`src/rtl/hazard_ctrl_unit_if.sv`:
```
// hazard_ctrl_unit_if: pipeline <-> hazard controller signal bundle
//  master: pipeline side (drives decode/stage info, receives controls)
//  slave : hazard_ctrl_unit side
//  params: AW register-address width, CNT_W stall counter width
interface hazard_ctrl_unit_if #(parameter int AW = 5, parameter int CNT_W = 16);
  logic          id_valid, id_use_rs, id_use_rt, id_is_md, id_rd_hilo, id_jump;
  logic [AW-1:0] id_rs, id_rt, ex_rs, ex_rt, ex_rd, mem_rd, wb_rd;
  logic          ex_regwrite, ex_memread, mem_regwrite, wb_regwrite, branch_taken;
  logic [1:0]    forward_a, forward_b;
  logic          stall_pc, stall_if_id, bubble_id_ex;
  logic          flush_if_id, flush_id_ex, flush_ex_mem;
  logic          md_busy, md_done;
  logic [CNT_W-1:0] stall_cnt;
  modport master (
    output id_valid, id_use_rs, id_use_rt, id_is_md, id_rd_hilo, id_jump,
           id_rs, id_rt, ex_rs, ex_rt, ex_rd, mem_rd, wb_rd,
           ex_regwrite, ex_memread, mem_regwrite, wb_regwrite, branch_taken,
    input  forward_a, forward_b, stall_pc, stall_if_id, bubble_id_ex,
           flush_if_id, flush_id_ex, flush_ex_mem, md_busy, md_done, stall_cnt
  );
  modport slave (
    input  id_valid, id_use_rs, id_use_rt, id_is_md, id_rd_hilo, id_jump,
           id_rs, id_rt, ex_rs, ex_rt, ex_rd, mem_rd, wb_rd,
           ex_regwrite, ex_memread, mem_regwrite, wb_regwrite, branch_taken,
    output forward_a, forward_b, stall_pc, stall_if_id, bubble_id_ex,
           flush_if_id, flush_id_ex, flush_ex_mem, md_busy, md_done, stall_cnt
  );
endinterface

```
`src/rtl/hazard_ctrl_unit.sv`:
```
// hazard_ctrl_unit: 5-stage MIPS forwarding, load-use/MULT-DIV stalling and branch/jump flushing
//  ports: clk, reset (sync, active-low), hc (hazard_ctrl_unit_if.slave)
//  params: AW register-address width, MD_LAT MULT/DIV latency (>=2), CNT_W stall counter width
//  PERF_CNT_EN: when defined, hc.stall_cnt is a saturating stall-cycle counter; otherwise tied to 0
module hazard_ctrl_unit #(
  parameter int AW     = 5,
  parameter int MD_LAT = 8,
  parameter int CNT_W  = 16
) (
  input logic           clk,
  input logic           reset,
  hazard_ctrl_unit_if.slave hc
);
  localparam int MW = $clog2(MD_LAT);
  localparam logic [MW-1:0] LOAD = MW'(MD_LAT - 1);
  typedef enum logic [1:0] {IDLE, BUSY, DONE} state_t;
  state_t state_q, state_d;
  logic [MW-1:0] cnt_q, cnt_d;
  logic md_busy_q, md_busy_d, md_done_q, md_done_d;
  logic lu_stall, md_stall, stall, issue, stall_out;
  always_comb begin
    lu_stall = hc.id_valid && hc.ex_memread && hc.ex_regwrite && hc.ex_rd != '0 &&
               ((hc.id_use_rs && hc.ex_rd == hc.id_rs) || (hc.id_use_rt && hc.ex_rd == hc.id_rt));
    md_stall = md_busy_q && hc.id_valid && (hc.id_is_md || hc.id_rd_hilo);
    stall = lu_stall || md_stall;
    issue = hc.id_valid && hc.id_is_md && !stall && !hc.branch_taken;
    // the counter sits at LOAD outside BUSY so entering BUSY needs no separate load
    cnt_d = (state_q == BUSY) ? cnt_q - MW'(1) : LOAD;
    // a branch in the first BUSY cycle squashes the younger MD op
    state_d = (state_q != BUSY) ? (issue ? BUSY : IDLE) :
              (hc.branch_taken && cnt_q == LOAD) ? IDLE :
              (cnt_q == MW'(1)) ? DONE : BUSY;
    md_busy_d = state_d == BUSY;
    md_done_d = state_d == DONE;
  end
  always_ff @(posedge clk) begin
    if (!reset) begin
      state_q   <= IDLE;
      cnt_q     <= LOAD;
      md_busy_q <= 1'b0;
      md_done_q <= 1'b0;
    end else begin
      state_q   <= state_d;
      cnt_q     <= cnt_d;
      md_busy_q <= md_busy_d;
      md_done_q <= md_done_d;
    end
  end
  // flush wins over every stall; reset low silences all outputs
  assign stall_out       = reset && stall && !hc.branch_taken;
  assign hc.stall_pc     = stall_out;
  assign hc.stall_if_id  = stall_out;
  assign hc.bubble_id_ex = stall_out;
  assign hc.flush_if_id  = reset && (hc.branch_taken || (hc.id_jump && !stall));
  assign hc.flush_id_ex  = reset && hc.branch_taken;
  assign hc.flush_ex_mem = reset && hc.branch_taken;
  assign hc.md_busy      = reset && md_busy_q;
  assign hc.md_done      = reset && md_done_q;
  assign hc.forward_a = !reset ? 2'b00 :
                        (hc.mem_regwrite && hc.mem_rd != '0 && hc.mem_rd == hc.ex_rs) ? 2'b10 :
                        (hc.wb_regwrite && hc.wb_rd != '0 && hc.wb_rd == hc.ex_rs) ? 2'b01 : 2'b00;
  assign hc.forward_b = !reset ? 2'b00 :
                        (hc.mem_regwrite && hc.mem_rd != '0 && hc.mem_rd == hc.ex_rt) ? 2'b10 :
                        (hc.wb_regwrite && hc.wb_rd != '0 && hc.wb_rd == hc.ex_rt) ? 2'b01 : 2'b00;
`ifdef PERF_CNT_EN
  logic [CNT_W-1:0] stall_cnt_q, stall_cnt_d;
  always_comb stall_cnt_d = (stall_out && !(&stall_cnt_q)) ? stall_cnt_q + CNT_W'(1) : stall_cnt_q;
  always_ff @(posedge clk) begin
    if (!reset) stall_cnt_q <= '0;
    else stall_cnt_q <= stall_cnt_d;
  end
  assign hc.stall_cnt = reset ? stall_cnt_q : '0;
`else
  assign hc.stall_cnt = '0;
`endif
endmodule

```
`src/flat_wrapper.sv`:
```
// flat-port wrapper written by rule: the top's interface ports become plain ports
module hazard_ctrl_unit_flat 
#(
  parameter int AW     = 5,
  parameter int MD_LAT = 8,
  parameter int CNT_W  = 16
)
  (clk, reset, hc_id_valid, hc_id_use_rs, hc_id_use_rt, hc_id_is_md, hc_id_rd_hilo, hc_id_jump, hc_id_rs, hc_id_rt, hc_ex_rs, hc_ex_rt, hc_ex_rd, hc_mem_rd, hc_wb_rd, hc_ex_regwrite, hc_ex_memread, hc_mem_regwrite, hc_wb_regwrite, hc_branch_taken, hc_forward_a, hc_forward_b, hc_stall_pc, hc_stall_if_id, hc_bubble_id_ex, hc_flush_if_id, hc_flush_id_ex, hc_flush_ex_mem, hc_md_busy, hc_md_done, hc_stall_cnt);
  hazard_ctrl_unit_if #(.AW(AW), .CNT_W(CNT_W)) hc_i ();
  input logic clk;
  input logic reset;
  input wire logic [$bits(hc_i.id_valid)-1:0] hc_id_valid;
  input wire logic [$bits(hc_i.id_use_rs)-1:0] hc_id_use_rs;
  input wire logic [$bits(hc_i.id_use_rt)-1:0] hc_id_use_rt;
  input wire logic [$bits(hc_i.id_is_md)-1:0] hc_id_is_md;
  input wire logic [$bits(hc_i.id_rd_hilo)-1:0] hc_id_rd_hilo;
  input wire logic [$bits(hc_i.id_jump)-1:0] hc_id_jump;
  input wire logic [$bits(hc_i.id_rs)-1:0] hc_id_rs;
  input wire logic [$bits(hc_i.id_rt)-1:0] hc_id_rt;
  input wire logic [$bits(hc_i.ex_rs)-1:0] hc_ex_rs;
  input wire logic [$bits(hc_i.ex_rt)-1:0] hc_ex_rt;
  input wire logic [$bits(hc_i.ex_rd)-1:0] hc_ex_rd;
  input wire logic [$bits(hc_i.mem_rd)-1:0] hc_mem_rd;
  input wire logic [$bits(hc_i.wb_rd)-1:0] hc_wb_rd;
  input wire logic [$bits(hc_i.ex_regwrite)-1:0] hc_ex_regwrite;
  input wire logic [$bits(hc_i.ex_memread)-1:0] hc_ex_memread;
  input wire logic [$bits(hc_i.mem_regwrite)-1:0] hc_mem_regwrite;
  input wire logic [$bits(hc_i.wb_regwrite)-1:0] hc_wb_regwrite;
  input wire logic [$bits(hc_i.branch_taken)-1:0] hc_branch_taken;
  output wire logic [$bits(hc_i.forward_a)-1:0] hc_forward_a;
  output wire logic [$bits(hc_i.forward_b)-1:0] hc_forward_b;
  output wire logic [$bits(hc_i.stall_pc)-1:0] hc_stall_pc;
  output wire logic [$bits(hc_i.stall_if_id)-1:0] hc_stall_if_id;
  output wire logic [$bits(hc_i.bubble_id_ex)-1:0] hc_bubble_id_ex;
  output wire logic [$bits(hc_i.flush_if_id)-1:0] hc_flush_if_id;
  output wire logic [$bits(hc_i.flush_id_ex)-1:0] hc_flush_id_ex;
  output wire logic [$bits(hc_i.flush_ex_mem)-1:0] hc_flush_ex_mem;
  output wire logic [$bits(hc_i.md_busy)-1:0] hc_md_busy;
  output wire logic [$bits(hc_i.md_done)-1:0] hc_md_done;
  output wire logic [$bits(hc_i.stall_cnt)-1:0] hc_stall_cnt;
  assign hc_i.id_valid = hc_id_valid;
  assign hc_i.id_use_rs = hc_id_use_rs;
  assign hc_i.id_use_rt = hc_id_use_rt;
  assign hc_i.id_is_md = hc_id_is_md;
  assign hc_i.id_rd_hilo = hc_id_rd_hilo;
  assign hc_i.id_jump = hc_id_jump;
  assign hc_i.id_rs = hc_id_rs;
  assign hc_i.id_rt = hc_id_rt;
  assign hc_i.ex_rs = hc_ex_rs;
  assign hc_i.ex_rt = hc_ex_rt;
  assign hc_i.ex_rd = hc_ex_rd;
  assign hc_i.mem_rd = hc_mem_rd;
  assign hc_i.wb_rd = hc_wb_rd;
  assign hc_i.ex_regwrite = hc_ex_regwrite;
  assign hc_i.ex_memread = hc_ex_memread;
  assign hc_i.mem_regwrite = hc_mem_regwrite;
  assign hc_i.wb_regwrite = hc_wb_regwrite;
  assign hc_i.branch_taken = hc_branch_taken;
  assign hc_forward_a = hc_i.forward_a;
  assign hc_forward_b = hc_i.forward_b;
  assign hc_stall_pc = hc_i.stall_pc;
  assign hc_stall_if_id = hc_i.stall_if_id;
  assign hc_bubble_id_ex = hc_i.bubble_id_ex;
  assign hc_flush_if_id = hc_i.flush_if_id;
  assign hc_flush_id_ex = hc_i.flush_id_ex;
  assign hc_flush_ex_mem = hc_i.flush_ex_mem;
  assign hc_md_busy = hc_i.md_busy;
  assign hc_md_done = hc_i.md_done;
  assign hc_stall_cnt = hc_i.stall_cnt;
  hazard_ctrl_unit #(.AW(AW), .MD_LAT(MD_LAT), .CNT_W(CNT_W)) u_core (.clk(clk), .reset(reset), .hc(hc_i));
endmodule
```
`config.mk`:
```
export PLATFORM = sky130hd
export DESIGN_NAME = hazard_ctrl_unit_flat
export DESIGN_NICKNAME = d
export VERILOG_FILES = /design/src/rtl/hazard_ctrl_unit_if.sv /design/src/rtl/hazard_ctrl_unit.sv /design/src/flat_wrapper.sv
export SDC_FILE = /design/constraint.sdc
export NUM_CORES = 1
export LEC_CHECK = 0
export BUFFER_PORTS_ARGS = -buffer_cell sky130_fd_sc_hd__buf_2
export CAP_MARGIN = 20
export CORE_MARGIN = 2
export CORE_UTILIZATION = 34
export CTS_CLUSTER_SIZE = 14
export DETAILED_ROUTE_END_ITERATION = 8
export PLACE_DENSITY = 0.85
export SETUP_SLACK_MARGIN = 0.3
export SYNTH_ARGS = -nofsm -noshare
export SYNTH_HDL_FRONTEND = slang
export SYNTH_SLANG_ARGS = --single-unit
```
`constraint.sdc`:
```
create_clock -name clk -period 1.19 [get_ports clk]
set_input_delay 0.0595 -clock clk [delete_from_list [all_inputs] [get_ports clk]]
set_output_delay 0.0595 -clock clk [all_outputs]
set_load 0.01 [all_outputs]
```
==> results of run 1 <==
critical path, delay by kind of cell:
family          cells  cell delay (ps)
compound gates      2              310
buf+inv             2              250
simple gates        2              760
layer usage:
metal / up-vias / share of wire (%)
met5: - / 0
met4: 0 / 0.97
met3: 2 / 9.9
met2: 53 / 54
met1: 405 / 35
li1: 465 / -
worst max-delay path by stage:
stage                            from              end  slack [ps]  cells after the start
after floorplan           hc_ex_rd[1]   hc_stall_if_id         -90                      5
after global placement    hc_ex_rd[1]  hc_bubble_id_ex        -210                      6
after CTS                 hc_ex_rd[1]   hc_stall_if_id        -210                      6
final                     hc_ex_rd[1]   hc_stall_if_id        -230                      6
after global routing      hc_ex_rd[1]  hc_bubble_id_ex        -280                      7
after detailed placement  hc_ex_rd[1]   hc_stall_if_id        -240                      6
state kept, by name (all words and copies together) (netlist names):
register	count
u_core.cnt_q	3
u_core.md_done_q	1
u_core.md_busy_q	1
u_core.state_q	2
power by group:
group / switching [mW] / internal [mW]
Sequential: 0.00217 / 0.239
Combinational: 0.165 / 0.170
Clock: 0.0808 / 0.128
synth_stat cells:
cell	number	area [um2]
a32oi_1	1	8.76
o21ai_2	1	8.76
o21bai_1	1	7.51
and2_1	5	31.3
o2111ai_2	1	15.0
inv_1	2	7.51
nor3_1	4	20.0
or4_4	1	11.3
ha_1	3	37.5
and2_0	2	12.5
nor2b_1	1	6.26
o21ai_1	1	5.00
xor2_1	18	158
o211ai_1	2	15.0
conb_1	1	3.75
and3b_1	3	26.3
nor4_1	4	25.0
nand2b_1	1	6.26
xnor2_1	13	114
nand2_1	4	15.0
buf_4	19	143
nand3_1	6	30.0
dfxtp_1	7	140
or4_1	2	15.0
nand4b_1	1	8.76
o31ai_1	2	15.0
repair_timing:
action	4_1_cts	5_1_grt
buffers inserted	1	0
setup endpoints to repair	15	17
pin swaps	2	3
resized for setup	20	8
layout make-up:
type	instances	area, um2	area share [%]
multi-input cells	93	738	54.6
flip-flops and latches	7	143	10.5
inverters	2	7.51	0.555
clock buffers	4	26.3	1.94
well taps	30	37.5	2.78
repair buffers	68	400	29.6
cells by family (layout without fill, tap and decap cells):
logic type      after synthesis  in the layout
compound gates                9              9
flops                         7              7
other cells                   1             16
simple gates                 34             34
xor+xnor                     31             31
buf+inv                      21             74
fa+ha+maj                     3              3
==> flow_metrics.env, run 1 <==
export IMPL_status="finished with violations"
export IMPL_failed_checks="negative setup slack"
export IMPL_drv_cap=0
export IMPL_rr_endpoint="u_core.md_busy_q$_SDFF_PN0_"
export IMPL_hp_start="hc_id_is_md"
export IMPL_vias=925
export IMPL_design_core_area_um2=2480
export IMPL_cts_root_buf="clkbuf_4"
export IMPL_grt_overflow_total=0
export IMPL_final_nets=226
export IMPL_drt_initial_drc_count=2
export IMPL_fin_ws_ps=-233
export IMPL_vdd_ir_drop_worst_v=0.000343
export IMPL_io_buffers=59
export IMPL_clockBufferDepth=2
export IMPL_netlist_instances=106
export IMPL_cts_buffers_inserted=3
export IMPL_final_area_um2=1350
export IMPL_fmax_mhz=703
export IMPL_synth_xor_xnor_area_share_pct=30.6
export IMPL_fin_crit_ps=1420
export IMPL_crit_fanout=3
export IMPL_crit_arrival_ps=1360
export IMPL_p_leak_nw=0.671
export IMPL_start_util_pct=35.8
export IMPL_met2_usage_pct=31.2
export IMPL_synth_top_family_by_area="XOR/XNOR gates"
export IMPL_min_path_cells=3
export IMPL_clkSlewWorstSetupHoldPaths_ps=50
export IMPL_fin_crit_sh_pct=120
export IMPL_die_y_um=55.0
export IMPL_fillers=242
export IMPL_dp_cells=199
export IMPL_grtUsageTotal_pct=15.0
export IMPL_via_per_inst=4.53
export IMPL_end_kind="output pin"
export IMPL_rows=18
export IMPL_die_w_um=55.0
export IMPL_syn_area_um2=886
export IMPL_cts_sinks=7
export IMPL_critical_path_class="in2out"
export IMPL_synth_compound_area_share_pct=8.47
export IMPL_drive_gt1_share_pct=51.1
export IMPL_grt_pass1_wl_mm=3.22
export IMPL_gp_congestion=0.713
export IMPL_grt_max_degree=11
export IMPL_crit_chain="buf_8, or4_4, o2111ai_2, o21ai_2, and3b_2, buf_4"
export IMPL_cp_start_kind="input pin"
export IMPL_hold_viol=0
export IMPL_synth_seq_area_share_pct=15.8
export IMPL_synthMuxAreaShare_pct=0
export IMPL_drcViolationCount=0
export IMPL_antenna_cells=0
export IMPL_cts_tree="done"
export IMPL_ant_nets=0
export IMPL_first_pass_iters=4
export IMPL_synth_distinct_cells=26
export IMPL_fin_cells=204
export IMPL_synthAdderAreaFrac_pct=4.24
export IMPL_whs_ps=260
export IMPL_rrSetupSlack_ps=110
export IMPL_busiest_layer="met2"
export IMPL_syn_area_per_cell_um2=8.36
export IMPL_layout_commonest_cell="buf_2"
export IMPL_p_per_area_nw_per_um2=580
export IMPL_cp_required_ps=1130
export IMPL_holdBufCountCts=0
export IMPL_tns_ps=-1290
export IMPL_io_pins=76
export IMPL_post_dp_cell_area_um2=1190
export IMPL_final_cell_mix="buf_2 (53), xor2_1 (18), conb_1 (16)"
export IMPL_hold_class="in2reg"
export IMPL_grt_pass1_vias=842
export IMPL_yosys_warnings=0
export IMPL_use_met3_pct=3.76
export IMPL_hpwl_mm=1.90
export IMPL_dp_slack_ps=-240
export IMPL_h_tree_depth=1
export IMPL_worst_skew_pair_late_latency_ps=250
export IMPL_slew_viol_final=0
export IMPL_wl_mm=2.27
export IMPL_p_total_mw=0.784
export IMPL_use_met1_pct=13.9
export IMPL_setup_viol=9
export IMPL_rsz0062_at_grt="true"
export IMPL_syn_to_final_growth_pct=52.7
export IMPL_antenna_found_initial=0
export IMPL_r2r_cells=4
export IMPL_r2r_start="u_core.state_q[0]$_SDFF_PN0_"
export IMPL_worst_clock_skew_ps=1.15
export IMPL_max_stage_delay_ps=530
export IMPL_final_util_pct=54.6
export IMPL_worst_hold_path_endpoint="u_core.state_q[0]$_SDFF_PN0_"
export IMPL_ys_ff_latch=7
export IMPL_post_drt_wl_per_cell_um=11.1
export IMPL_dieArea_um2=3030
export IMPL_crit_slowest_cell="or4_4"
export IMPL_yosys_area_share_simple_pct=23.4
No activity file was read; power rests on OpenSTA's default activity.
==> run 2, diff against run 1 <==
CORE_ASPECT_RATIO = 0.8   (was unset)
==> run 2 against run 1 <==
Net effect:
- the run still ends with negative setup slack left
- clock power is 2% higher
- hold slack worse by 79 ps
- critical path depth stayed put
- die area hardly changed
- sequential share of layout area is 0.068 points lower
- setup slack better by 12 ps
- non-clock buffer count is 1 lower
- largest power group unchanged
==> flow_metrics.env, run 2 (synthesized netlist as in run 1, its figures left out) <==
export IMPL_setup_viol=8
export IMPL_fmax_mhz=708
export IMPL_antenna_found_initial=0
export IMPL_grt_pass1_vias=930
export IMPL_via_per_inst=4.50
export IMPL_fin_crit_ps=1410
export IMPL_largestRegisters="u_core.cnt_q (3), u_core.state_q (2)"
export IMPL_clkSlewWorstSetupHoldPaths_ps=60
export IMPL_post_drt_wl_per_cell_um=11.9
export IMPL_fillers=235
export IMPL_drive_gt1_share_pct=52.0
export IMPL_clockBufferDepth=2
export IMPL_fin_crit_sh_pct=119
export IMPL_drt_initial_drc_count=17
export IMPL_antenna_cells=0
export IMPL_grt_pass1_wl_mm=3.64
export IMPL_drcViolationCount=0
export IMPL_fin_ws_ps=-221
export IMPL_p_leak_nw=0.682
export IMPL_min_path_cells=3
export IMPL_hold_viol=0
export IMPL_r2r_cells=4
export IMPL_dieArea_um2=3030
export IMPL_layout_commonest_cell="buf_2"
export IMPL_io_pins=76
export IMPL_crit_arrival_ps=1350
export IMPL_tns_ps=-1420
export IMPL_vdd_ir_drop_worst_v=0.000375
export IMPL_start_util_pct=36.0
export IMPL_slew_viol_final=0
export IMPL_cp_required_ps=1130
export IMPL_ant_nets=0
export IMPL_grt_overflow_total=0
export IMPL_largest_register="u_core.cnt_q"
export IMPL_rsz0062_at_grt="true"
export IMPL_p_per_area_nw_per_um2=584
export IMPL_die_y_um=49.7
export IMPL_rr_endpoint="u_core.state_q[0]$_SDFF_PN0_"
export IMPL_syn_to_final_growth_pct=53.7
export IMPL_rrSetupSlack_ps=170
export IMPL_cts_buffers_inserted=3
export IMPL_grt_max_degree=11
export IMPL_hp_start="hc_id_is_md"
export IMPL_final_nets=225
export IMPL_crit_fanout=3
export IMPL_cts_tree="done"
export IMPL_vias=940
export IMPL_failed_checks="negative setup slack"
export IMPL_h_tree_depth=1
export IMPL_dp_slack_ps=-250
export IMPL_hpwl_mm=2.02
export IMPL_holdBufCountCts=0
export IMPL_cp_start_kind="input pin"
export IMPL_io_buffers=59
export IMPL_final_cell_mix="buf_2 (52), xor2_1 (18), conb_1 (16)"
export IMPL_largest_reg_flops=3
export IMPL_grtUsageTotal_pct=16.0
export IMPL_worst_clock_skew_ps=7.10
export IMPL_cts_sinks=7
export IMPL_design_core_area_um2=2460
export IMPL_gp_congestion=0.799
export IMPL_critical_path_class="in2out"
export IMPL_end_kind="output pin"
export IMPL_status="finished with violations"
export IMPL_first_pass_iters=4
export IMPL_wl_mm=2.48
export IMPL_cts_root_buf="clkbuf_4"
export IMPL_worst_skew_pair_late_latency_ps=250
export IMPL_rows=16
export IMPL_r2r_start="u_core.state_q[0]$_SDFF_PN0_"
export IMPL_drv_cap=0
export IMPL_die_w_um=61.1
export IMPL_worst_hold_path_endpoint="u_core.md_busy_q$_SDFF_PN0_"
export IMPL_hold_class="in2reg"
## run 2: report_power, final
group	internal, mW	switching [mW]
combinational	0.169	0.173
sequential	0.239	0.00200
clock	0.128	0.0846
total	0.535	0.260
## run 2: worst max path at each step
stage	startpoint	endpoint	slack, ps
finish	hc_ex_rd[1]	hc_stall_pc	-220
global placement	hc_ex_rd[1]	hc_stall_pc	-220
global route	hc_ex_rd[1]	hc_bubble_id_ex	-270
detailed placement	hc_ex_rd[3]	hc_stall_if_id	-250
floorplan	hc_ex_rd[1]	hc_stall_if_id	-90
CTS	hc_ex_rd[1]	hc_stall_if_id	-220
## run 2: worst max-delay path, cell delays in order
cell and delay [ps]:
buf_8 100, or4_4 520, o2111ai_2 210, o21ai_2 90, and3b_2 240, buf_6 130
## run 2: cell type report
class | instances | area [um2] | area share, %
clock buffers | 4 | 26.3 | 1.93
inverters | 2 | 7.51 | 0.551
multi-input cells | 93 | 737 | 54.1
flip-flops and latches | 7 | 143 | 10.5
well taps | 36 | 45.0 | 3.31
repair buffers | 67 | 403 | 29.6
## run 2: timing repair
action                                  4_1_cts  5_1_grt
endpoints found under the setup margin       15       17
gates resized for setup                      18       10
buffers inserted                              1        0
pin swaps                                     7       12
## run 2: metrics by stage
step	instances	cell area, um2	util (%)	total power, mW	hold WS, ps
6_report	209	1360	55.3	0.795	181
5_1_grt	209	1360	55.3	0.859	203
4_1_cts	209	1300	52.8	0.783	181
3_5_place_dp	204	1190	48.5	0.544	408
3_3_place_gp	204	1190	48.5	0.535	391
2_1_floorplan	121	943	-	0.423	254
## run 2: metal layers
metal  track usage [%]  vias to the layer above  part of all wire, %
met5                 0                        -                    0
met4              3.99                        0                 0.48
met3              3.41                        2                   11
met2              33.2                       55                   54
met1              14.9                      420                   35
li1                  -                      463                    -
==> run 3, diff against run 2 <==
--- a/constraint.sdc
+++ b/constraint.sdc
@@ -3,2 +3,2 @@
 set_output_delay 0.0595 -clock clk [all_outputs]
-set_load 0.01 [all_outputs]
+set_load 0.05 [all_outputs]
==> run 3 against run 2 <==
Net effect:
- the flow still finishes with violations (negative setup slack)
- routed wire length grew 20%
- design area is 24% higher
- setup slack worse by 53 ps
- clock-buffer cell count unchanged
- global-route usage grew 2.8 points
- clock skew down 4.4 ps
- sequential share of layout area down 1.7 points
- clock power rose by 3%
- total power increased by 26%
- first-iteration DRC count increased by 100%
- critical endpoint is now hc_flush_if_id
==> flow_metrics.env, run 3 (synthesized netlist as in run 1, its figures left out) <==
export IMPL_status="finished with violations"
export IMPL_failed_checks="negative setup slack"
export IMPL_grt_overflow_total=0
export IMPL_drive_gt1_share_pct=63.5
export IMPL_io_pins=76
export IMPL_grt_pass1_vias=971
export IMPL_via_per_inst=4.55
export IMPL_setup_viol=10
export IMPL_swShare_pct=40.8
export IMPL_largest_register="u_core.cnt_q"
export IMPL_largest_reg_flops=3
export IMPL_first_pass_iters=4
export IMPL_antenna_found_initial=0
export IMPL_cts_tree="done"
export IMPL_crit_top_cell="buf_8"
export IMPL_vdd_ir_drop_worst_v=0.000267
export IMPL_antenna_cells=0
export IMPL_grtUsageTotal_pct=18.8
export IMPL_clockBufferDepth=2
export IMPL_die_w_um=61.1
export IMPL_cts_sinks=7
export IMPL_slew_viol_final=0
export IMPL_r2r_start="u_core.cnt_q[1]$_SDFF_PN1_"
export IMPL_tns_ps=-1850
export IMPL_ant_nets=0
export IMPL_start_util_pct=36.0
export IMPL_cts_buffers_inserted=3
export IMPL_clkSlewWorstSetupHoldPaths_ps=50
export IMPL_power_frac_clock_pct=21.8
export IMPL_fmax_mhz=683
export IMPL_io_buffers=59
export IMPL_drt_initial_drc_count=34
export IMPL_fin_cells=225
export IMPL_max_stage_delay_ps=520
export IMPL_rsz0062_at_grt="true"
export IMPL_cp_required_ps=1130
export IMPL_final_nets=241
export IMPL_worst_hold_path_endpoint="u_core.cnt_q[2]$_SDFF_PN1_"
export IMPL_drv_cap=0
export IMPL_fin_crit_sh_pct=123
export IMPL_syn_to_final_growth_pct=90.7
export IMPL_crit_chain="buf_8, or4_4, o2111ai_2, o21ai_2, buf_4, o21bai_4, buf_8"
export IMPL_h_tree_depth=1
export IMPL_dp_cells=212
export IMPL_post_drt_wl_per_cell_um=13.2
export IMPL_hold_class="in2reg"
export IMPL_critical_path_class="in2out"
export IMPL_grt_pass1_wl_mm=4.22
export IMPL_fin_ws_ps=-275
export IMPL_min_path_cells=3
export IMPL_rrSetupSlack_ps=60
export IMPL_die_y_um=49.7
export IMPL_worst_skew_pair_late_latency_ps=260
export IMPL_drcViolationCount=0
export IMPL_gp_congestion=0.813
export IMPL_wl_mm=2.98
export IMPL_final_area_um2=1690
export IMPL_cp_start_kind="input pin"
export IMPL_crit_fanout=3
export IMPL_whs_ps=232
export IMPL_vias=1024
export IMPL_final_cell_mix="buf_2 (42), buf_4 (20), xor2_1 (16), conb_1 (16), buf_6 (14)"
export IMPL_p_total_mw=1.00
export IMPL_hold_viol=0
export IMPL_final_util_pct=68.6
export IMPL_hpwl_mm=2.17
export IMPL_post_dp_cell_area_um2=1320
export IMPL_p_seq_share_pct=24.0
export IMPL_hp_start="reset"
export IMPL_fin_crit_ps=1460
export IMPL_holdBufCountCts=0
export IMPL_crit_slowest_cell="or4_4"
export IMPL_dp_slack_ps=-377
export IMPL_p_switching_mw=0.408
export IMPL_end_kind="output pin"
export IMPL_share_comb_of_total_power_pct=54.2
export IMPL_dieArea_um2=3030
export IMPL_cts_root_buf="clkbuf_4"
export IMPL_worst_clock_skew_ps=2.74
export IMPL_p_int_mw=0.592
export IMPL_fillers=204
export IMPL_design_core_area_um2=2460
export IMPL_crit_arrival_ps=1410
export IMPL_rows=16
export IMPL_grt_max_degree=11
export IMPL_largestRegisters="u_core.cnt_q (3), u_core.state_q (2)"
export IMPL_r2r_cells=5
export IMPL_p_leak_nw=0.798
export IMPL_rr_endpoint="u_core.md_busy_q$_SDFF_PN0_"
export IMPL_p_per_area_nw_per_um2=592
export IMPL_layout_commonest_cell="buf_2"
## run 3: cell count changes in the layout (fill, tap and decap cells not counted), moves of 3 or more
cell | previous run | this run
buf_2 | 52 | 42
and2_4 | 0 | 5
and2_1 | 5 | 1
buf_6 | 6 | 14
buf_8 | 1 | 7
buf_4 | 8 | 20
dfxtp_1 | 5 | 2
## run 3: worst max-delay path: cells and delay by family
family | cells | cell delay, ps
AO/OA/AOI/OAI | 3 | 410
buffers and inverters | 3 | 410
AND/OR/NAND/NOR | 1 | 520
## run 3: how the worst max path moves through the flow
stage / startpoint / to / slack (ps) / cells past startpoint
floorplan: hc_ex_rd[1] / hc_flush_if_id / -210 / 4
global placement: hc_ex_rd[4] / hc_stall_if_id / -330 / 7
CTS: hc_id_rs[1] / hc_bubble_id_ex / -290 / 7
finish: hc_ex_rd[2] / hc_flush_if_id / -270 / 7
global route: hc_ex_rd[2] / hc_bubble_id_ex / -330 / 8
detailed placement: hc_ex_rd[3] / hc_bubble_id_ex / -380 / 7
## run 3: layer usage
metal  share of wire (%)  vias up  global-route usage [%]
li1                    -      493                       -
met1                  34      476                    19.2
met2                  59       47                    36.7
met3                 5.3        8                    4.46
met4                 1.7        0                    4.35
met5                   0        -                       0
## run 3: area by class of cell
type	instances	area (um2)	share of cell area [%]
inverters	2	7.51	0.444
well taps	36	45.0	2.67
repair buffers	83	623	36.9
clock buffers	4	26.3	1.56
flip-flops and latches	7	149	8.81
multi-input cells	93	838	49.6
## run 3: timing repair
item / CTS / global route
endpoints found under the hold margin: 0 / 0
buffers inserted: 1 / 8
gates resized for setup: 45 / 26
endpoints found under the setup margin: 17 / 17
pin swaps: 15 / 16
## run 3: power by group through the flow
stage / Clock (mW) / Combinational (mW) / Sequential (mW)
after floorplan: 0 / 0.316 / 0.245
after global placement: 0 / 0.446 / 0.245
after detailed placement: 0 / 0.458 / 0.245
after CTS: 0.218 / 0.496 / 0.241
after global routing: 0.238 / 0.576 / 0.240
final: 0.218 / 0.542 / 0.240
